## src/rtl/mux_select_arbiter.sv

```systemverilog
// mux_select_arbiter
// Round-robin arbiter that shares one NUM_INPUTS:1 mux between NUM_INPUTS
// requesters. A grant is held until the holder strobes done_in, drops its
// request, or has held the mux for MAX_HOLD cycles (0 disables the limit).
// Every release is followed by one dead GAP cycle and one IDLE cycle, so two
// holders never overlap on the mux. All outputs are registered.

module mux_select_arbiter #(
    parameter int unsigned NUM_INPUTS = 4,
    parameter int unsigned MAX_HOLD   = 16,
    parameter int unsigned SEL_W      = $clog2(NUM_INPUTS)
) (
    input  logic                  clk,
    input  logic                  rst_n,
    input  logic [NUM_INPUTS-1:0] req_in,
    input  logic                  done_in,
    output logic [NUM_INPUTS-1:0] grant_out,
    output logic [SEL_W-1:0]      select_out,
    output logic                  busy_out,
    output logic                  timeout_out
);

    // A zero-width counter is illegal, so a disabled limit keeps one bit.
    localparam int unsigned HOLD_W = (MAX_HOLD > 0) ? $clog2(MAX_HOLD + 1) : 1;
    localparam logic [HOLD_W-1:0] HOLD_LAST =
        (MAX_HOLD > 0) ? HOLD_W'(MAX_HOLD - 1) : '0;
    localparam logic [SEL_W-1:0] LAST_IDX = SEL_W'(NUM_INPUTS - 1);

    typedef enum logic [1:0] {
        IDLE,
        GRANT,
        GAP
    } state_t;

    state_t                  state_q,   state_d;
    logic [NUM_INPUTS-1:0]   grant_q,   grant_d;
    logic [SEL_W-1:0]        sel_q,     sel_d;
    logic                    busy_q,    busy_d;
    logic                    timeout_q, timeout_d;
    logic [SEL_W-1:0]        ptr_q,     ptr_d;
    logic [HOLD_W-1:0]       hold_q,    hold_d;

    logic                    win_found;
    logic [SEL_W-1:0]        win_idx;
    logic [SEL_W-1:0]        search_idx;
    int unsigned             search_sum;

    logic                    rel_done;
    logic                    rel_drop;
    logic                    rel_limit;

    // Winner search: first requesting index starting at ptr, wrapping
    // modulo NUM_INPUTS (never produces an index >= NUM_INPUTS).
    always_comb begin
        win_found  = 1'b0;
        win_idx    = '0;
        search_idx = '0;
        search_sum = 0;
        for (int unsigned k = 0; k < NUM_INPUTS; k++) begin
            search_sum = int'(ptr_q) + k;
            if (search_sum >= NUM_INPUTS) begin
                search_sum = search_sum - NUM_INPUTS;
            end
            search_idx = SEL_W'(search_sum);
            if (!win_found && req_in[search_idx]) begin
                win_found = 1'b1;
                win_idx   = search_idx;
            end
        end
    end

    // Release conditions for the current holder (sel_q is the holder index).
    always_comb begin
        rel_done  = done_in;
        rel_drop  = !req_in[sel_q];
        rel_limit = (MAX_HOLD != 0) && (hold_q == HOLD_LAST);
    end

    // Next-state and next-output logic for the IDLE/GRANT/GAP sequence.
    always_comb begin
        state_d   = state_q;
        grant_d   = grant_q;
        sel_d     = sel_q;
        busy_d    = busy_q;
        timeout_d = 1'b0;
        ptr_d     = ptr_q;
        hold_d    = hold_q;
        unique case (state_q)
            IDLE: begin
                if (win_found) begin
                    grant_d          = '0;
                    grant_d[win_idx] = 1'b1;
                    sel_d            = win_idx;
                    busy_d           = 1'b1;
                    hold_d           = '0;
                    state_d          = GRANT;
                end
            end
            GRANT: begin
                if (rel_done || rel_drop || rel_limit) begin
                    grant_d   = '0;
                    busy_d    = 1'b0;
                    ptr_d     = (sel_q == LAST_IDX) ? '0 : sel_q + 1'b1;
                    timeout_d = rel_limit && !rel_done && !rel_drop;
                    state_d   = GAP;
                end else if (hold_q != '1) begin
                    // Saturate so an unlimited grant cannot wrap the count.
                    hold_d = hold_q + 1'b1;
                end
            end
            GAP: begin
                state_d = IDLE;
            end
            default: begin
                state_d = IDLE;
                grant_d = '0;
                busy_d  = 1'b0;
            end
        endcase
    end

    // State and output registers with asynchronous active-low reset.
    always_ff @(posedge clk or negedge rst_n) begin
        if (!rst_n) begin
            state_q   <= IDLE;
            grant_q   <= '0;
            sel_q     <= '0;
            busy_q    <= 1'b0;
            timeout_q <= 1'b0;
            ptr_q     <= '0;
            hold_q    <= '0;
        end else begin
            state_q   <= state_d;
            grant_q   <= grant_d;
            sel_q     <= sel_d;
            busy_q    <= busy_d;
            timeout_q <= timeout_d;
            ptr_q     <= ptr_d;
            hold_q    <= hold_d;
        end
    end

    assign grant_out   = grant_q;
    assign select_out  = sel_q;
    assign busy_out    = busy_q;
    assign timeout_out = timeout_q;

endmodule

```

## config.mk

```make
export PLATFORM = sky130hd
export DESIGN_NAME = mux_select_arbiter
export DESIGN_NICKNAME = d
export VERILOG_FILES = /design/src/rtl/mux_select_arbiter.sv
export SDC_FILE = /design/constraint.sdc
export NUM_CORES = 1
export LEC_CHECK = 0
export CAP_MARGIN = 20
export CORE_ASPECT_RATIO = 1.2
export CORE_MARGIN = 8
export CORE_UTILIZATION = 40
export DETAILED_ROUTE_END_ITERATION = 16
export SYNTH_ARGS = -nofsm -noshare
export SYNTH_HDL_FRONTEND = slang
export SYNTH_SLANG_ARGS = --single-unit
```

## constraint.sdc

```tcl
create_clock -name clk -period 4.8 [get_ports clk]
set_input_delay 0.96 -clock clk [delete_from_list [all_inputs] [get_ports clk]]
set_output_delay 0.96 -clock clk [all_outputs]
set_load 0.03 [all_outputs]
```

==> impl_metrics.json, run 1 <==
{
  "use_met1_pct": 12.17,
  "diodes": 0,
  "fin_cells": 131,
  "clock_latency_ns": 0.30,
  "clock-sinks": 17,
  "critical_path_class": "register to primary output",
  "grt-ovfl-total": 0,
  "root_buffer": "clkbuf_4",
  "crit_cells": 1,
  "status": "finished, final reports clean",
  "antenna_found_initial": 0,
  "crit_buf_inv": 1,
  "synth_cell_types": 36,
  "seqCellArea_um2": 425.4,
  "cp_slowest_stage_delay_ns": 0.72,
  "nets": 112,
  "min_period_over_period_pct": 51.24,
  "cts_tree": "built",
  "syn_area_um2": 937.1,
  "fp.dieW_um": 60.19,
  "grt_pass1_vias": 707,
  "finClkSkew_ns": 0.009304,
  "synth_nets": 94,
  "p_per_area_nw_per_um2": 588.7,
  "seq_area_frac_synth_pct": 45.39,
  "cts_buffers": 3,
  "power_w": 0.0006703,
  "dieArea_um2": 4154,
  "fillers": 223,
  "initial_utilization_pct": 41.50,
  "cts_hold_buf": 0,
  "core_um2": 2258,
  "tns_ns": 0,
  "min_path_cells": 1,
  "start_kind": "register",
  "clock_path_buffers": 2,
  "clk_pin_slew_worst_paths_ns": 0.11,
  "tightest_slew_ns": 0.7727,
  "grt_max_degree": 18,
  "area_delta_synth_final_pct": 21.50,
  "fmax_mhz": 406.6,
  "drv_slew": 0,
  "routed_via_density": 5.580,
  "grt.total_usage_pct": 10.05,
  "post_cts_resized": 0,
  "vdd.ir_drop.worst_mv": 0.3512,
  "grt.busiest_layer": "met2",
  "htree_levels": 1,
  "vias": 731,
  "grt_pass1_wl_mm": 3.249,
  "io_buffers": 14,
  "cp-end-kind": "primary output",
  "slew_headroom_pct": 48.32,
  "crit_fanout": 5,
  "syn_inst": 83,
  "synth_seq_cells": 17,
  "dp_hpwl_mm": 1.484,
  "gr-usage-met3_pct": 2.412,
  "worstPathArrival_ns": 1.50,
  "fin_crit_ns": 2.460,
  "drc": 0,
  "ys.warnings.count": 0,
  "rows": 19,
  "avgSynthCellArea_um2": 11.29,
  "die_height_um": 69.02,
  "cap_violations": 0,
  "first_pass_iters": 3,
  "drt_iter0_markers": 17,
  "min_path_type": "register to register",
  "post_drt_wl_per_cell_um": 14.80,
  "p_leak_nw": 0.4949,
  "cp_slowest_cell": "clkdlybuf4s50_1",
  "finalWirelength_mm": 1.939,
  "setup-violations-final": 0,
  "rsz0062_at_grt": "false",
  "critPathTopFamily": "buffers and inverters",
  "io_pins": 15,
  "rr_worst_depth": 7,
  "place_congestion": 0.7873,
  "grtUsageMet2_pct": 15.48,
  "hold_viol": 0,
  "multi_input_area_um2": 491.7,
  "drive_above_1_share_pct": 14.00,
  "dp_cells": 127,
  "post_cts_buffers": 0,
  "detail-route-antenna-nets": 0,
  "cp.required_ns": 3.84,
  "path_cells": "clkdlybuf4s50_1"
}
-- state kept, by name, indices dropped and copies added (netlist names) --
signal       cells
state_q          2
hold_q           5
grant_out        4
timeout_out      1
select_out       2
busy_out         1
ptr_q            2
-- layout by cell type (no fill, tap or decap), drive strengths merged, types with 4 or more instances in the layout --
| cell | count |
|---|---|
| inv | 4 |
| mux2 | 4 |
| ha | 4 |
| dfrtp | 17 |
| o21ai | 4 |
| clkdlybuf4s50 | 14 |
| nor2 | 5 |
| nand2 | 7 |
| a32o | 4 |
-- power breakdown --
group	switching, W	internal [W]
Combinational	0.000181	0.000156
Sequential	0.0000582	0.000196
Clock	0.0000484	0.0000311
-- Yosys cell counts (all sizes together) --
library cell / instances / area share, %
or3: 1 / 0.67
nor4b: 2 / 2.5
a21oi: 2 / 1.1
o211ai: 2 / 1.6
and2b: 1 / 0.80
nor2: 5 / 2.0
mux2: 4 / 5.2
a211oi: 1 / 0.80
a32oi: 1 / 2.9
o31ai: 3 / 2.4
nand2b: 3 / 2.8
dfrtp: 17 / 45
mux2i: 3 / 3.2
nand4: 1 / 0.67
o21ai: 4 / 2.5
ha: 4 / 5.3
o22ai: 2 / 2.0
o221a: 1 / 1.2
nand2: 7 / 2.8
buf: 1 / 0.53
a21o: 2 / 1.6
inv: 4 / 1.6
o21a: 1 / 0.80
a32o: 4 / 4.3
nor4: 1 / 0.67
nor2b: 1 / 0.67
o22a: 1 / 0.93
and3: 1 / 0.67
a22oi: 1 / 0.80
o221ai: 1 / 0.93
nor3: 1 / 0.53
-- layer usage --
metal,routed length [um],share of wire [%]
met4,60,3.1
met3,80,4.1
met2,933,48
met1,863,45
met5,0,0
-- area by class of cell --
cell class | instances | area share [%]
Multi-Input combinational cell | 61 | 43.19
Sequential cell | 17 | 37.36
Timing Repair Buffer | 14 | 12.31
Tap cell | 31 | 3.407
Clock buffer | 3 | 1.978
Inverter | 4 | 1.319
Clock inverter | 1 | 0.4396
-- final timing paths --
path	from	to	slack (ns)
setup reg to reg	hold_q[0]$_DFFE_PN0P_	hold_q[3]$_DFFE_PN0P_	2.83
max in group asynchronous	rst_n	hold_q[2]$_DFFE_PN0P_	3.21
hold / removal	busy_out$_DFFE_PN0P_	busy_out$_DFFE_PN0P_	0.50
hold reg to reg	busy_out$_DFFE_PN0P_	busy_out$_DFFE_PN0P_	0.50
min in group asynchronous	rst_n	hold_q[3]$_DFFE_PN0P_	1.10
setup / recovery	select_out[1]$_DFFE_PN0P_	select_out[1]	2.34
-- cell families after synthesis --
logic type,after synthesis,share of synthesized area [%]
compound gates,26,23.90
fa+ha+maj,4,5.341
buf+inv,5,2.135
flops,17,45.39
mux,7,8.411
simple gates,24,14.82
-- metrics by stage --
step	utilization [%]	hold WS (ns)	area, um^2	setup slack (ns)
after floorplan	-	0.4446	937.1	2.792
after global placement	49.20	0.4639	1111	2.180
after detailed placement	49.20	0.4751	1111	2.148
after CTS	50.42	0.4933	1139	2.318
after global routing	50.42	0.5166	1139	2.299
final	50.42	0.4954	1139	2.340
Note: power is estimated with default switching activity, not from simulation.
==> run 2: changes to the inputs <==
clock period = 2.4 ns   (was 4.8 ns; I/O delays follow)
==> run 2 against run 1 <==
  * First-iteration DRC count is 47% lower
  * Design area stayed put
  * Cell count stayed put
  * Die area stayed put
  * Routed wire length is 0.88% higher
  * Clock skew is 0.0048 ns higher
  * Non-clock buffer count stayed put
  * Sequential share of layout area stayed put
  * Critical path type unchanged
  * Largest cell class unchanged
==> impl_metrics.json, run 2 (synthesized netlist as in run 1, its figures left out) <==
{
  "status": "finished, final reports clean",
  "layout_setup_ws_ns": 0.4148,
  "grt_pass1_vias": 727,
  "fin_crit_ns": 1.985,
  "cp-end-kind": "primary output",
  "largest_reg_flops": 5,
  "vias": 716,
  "path_cells": "clkdlybuf4s50_1",
  "fmax_mhz": 503.7,
  "top_register": "hold_q",
  "p_int_w": 0.0007651,
  "dieArea_um2": 4154,
  "crit_buf_inv": 1,
  "grt_pass1_wl_mm": 3.325,
  "start_kind": "register",
  "crit_fanout": 5,
  "drt_iter0_markers": 9,
  "fp.dieW_um": 60.19,
  "rows": 19,
  "p_sw_share_pct": 42.94,
  "multi_input_area_um2": 491.7,
  "hold_viol": 0,
  "grt.total_usage_pct": 10.27,
  "cap_violations": 0,
  "htree_levels": 1,
  "seqCellArea_um2": 425.4,
  "dp_slack_ns": 0.2276,
  "layout_common_cells": "dfrtp_1 (17), clkdlybuf4s50_1 (14), nand2_1 (7)",
  "cts_hold_buf": 0,
  "grt.busiest_layer": "met2",
  "vdd.ir_drop.worst_mv": 0.7016,
  "initial_utilization_pct": 41.50,
  "hold_start": "busy_out$_DFFE_PN0P_",
  "gr-usage-met3_pct": 2.412,
  "crit_path_start": "select_out[1]$_DFFE_PN0P_",
  "post_cts_buffers": 0,
  "r2r-start": "hold_q[0]$_DFFE_PN0P_",
  "min_path_type": "register to register",
  "antenna_found_initial": 0,
  "die_height_um": 69.02,
  "post_drt_wl_per_cell_um": 14.93,
  "nets": 112,
  "drive_above_1_share_pct": 14.00,
  "first_pass_iters": 4,
  "fillers": 227,
  "clock-sinks": 17,
  "grt_max_degree": 18,
  "cp.required_ns": 1.92,
  "worstPathArrival_ns": 1.51,
  "clock_path_buffers": 2,
  "routed_via_density": 5.466,
  "pwr-share-comb_pct": 50.3,
  "diodes": 0,
  "clock_latency_ns": 0.30,
  "cts_buffers": 3,
  "finClkSkew_ns": 0.01411,
  "dp_hpwl_mm": 1.489,
  "detail-route-antenna-nets": 0,
  "tightest_slew_ns": 0.7757,
  "cts_tree": "built",
  "grtUsageMet2_pct": 16.55,
  "place_congestion": 0.7859,
  "drc": 0,
  "grt-ovfl-total": 0,
  "core_um2": 2258,
  "clk_pin_slew_worst_paths_ns": 0.12,
  "power_frac_seq_pct": 37.7,
  "setup-violations-final": 0,
  "critical_path_class": "register to primary output",
  "tns_ns": 0,
  "area_delta_synth_final_pct": 21.50,
  "io_buffers": 14,
  "p_per_area_nw_per_um2": 1178,
  "final_common_cell": "dfrtp_1",
  "final_util_pct": 50.42,
  "post_cts_resized": 0,
  "p_switching_w": 0.0005758,
  "root_buffer": "clkbuf_4",
  "io_pins": 15,
  "cp_slowest_stage_delay_ns": 0.72,
  "finalWirelength_mm": 1.956,
  "slew_headroom_pct": 48.13,
  "p_leak_nw": 0.4949,
  "use_met1_pct": 11.85,
  "rsz0062_at_grt": "false",
  "clock_power_share_pct": 12.0,
  "drv_slew": 0,
  "critPathTopFamily": "buffers and inverters",
  "min_period_over_period_pct": 82.72,
  "cp_slowest_cell": "clkdlybuf4s50_1"
}
## run 2: cell counts in the layout (fill, tap and decap cells not counted)
Identical to the previous run, type by type.
## run 2: per-stage QoR
step | cell area, um^2 | hold WS [ns] | power (W) | cells
2_1_floorplan | 937.1 | 0.1844 | 0.0009695 | 83
3_5_place_dp | 1111 | 0.4751 | 0.001196 | 127
6_report | 1139 | 0.4972 | 0.001341 | 131
4_1_cts | 1139 | 0.4932 | 0.001356 | 131
5_1_grt | 1139 | 0.5160 | 0.001433 | 131
3_3_place_gp | 1111 | 0.4639 | 0.001182 | 127
## run 2: cell type report
cell class | instances | share of cell area (%)
Multi-Input combinational cell | 61 | 43.19
Sequential cell | 17 | 37.36
Timing Repair Buffer | 14 | 12.31
Tap cell | 31 | 3.407
Clock buffer | 3 | 1.978
Inverter | 4 | 1.319
Clock inverter | 1 | 0.4396
## run 2: power groups by stage
stage	clock network [W]	logic, W	registers (W)
4_1_cts	0.000166	0.000683	0.000507
3_3_place_gp	0	0.000672	0.000510
3_5_place_dp	0	0.000682	0.000514
5_1_grt	0.000177	0.000731	0.000525
2_1_floorplan	0	0.000370	0.000599
6_report	0.000161	0.000674	0.000505
## run 2: path summary, 6_finish.rpt
| kind | endpoint | slack [ns] | cells past startpoint |
|---|---|---|---|
| worst max-delay path | select_out[1] | 0.41 | 1 |
| worst max register to register | hold_q[3]$_DFFE_PN0P_ | 0.45 | 7 |
| max in group asynchronous | hold_q[2]$_DFFE_PN0P_ | 1.29 | 1 |
| worst min-delay path | busy_out$_DFFE_PN0P_ | 0.50 | 1 |
| worst min register to register | busy_out$_DFFE_PN0P_ | 0.50 | 1 |
| min in group asynchronous | hold_q[3]$_DFFE_PN0P_ | 0.62 | 1 |
## run 2: layer usage
| layer | vias to the layer above | wire, um |
|---|---|---|
| met5 | - | 0 |
| met4 | 0 | 26 |
| met3 | 2 | 69 |
| met2 | 8 | 998 |
| met1 | 354 | 862 |
| li1 | 352 | - |
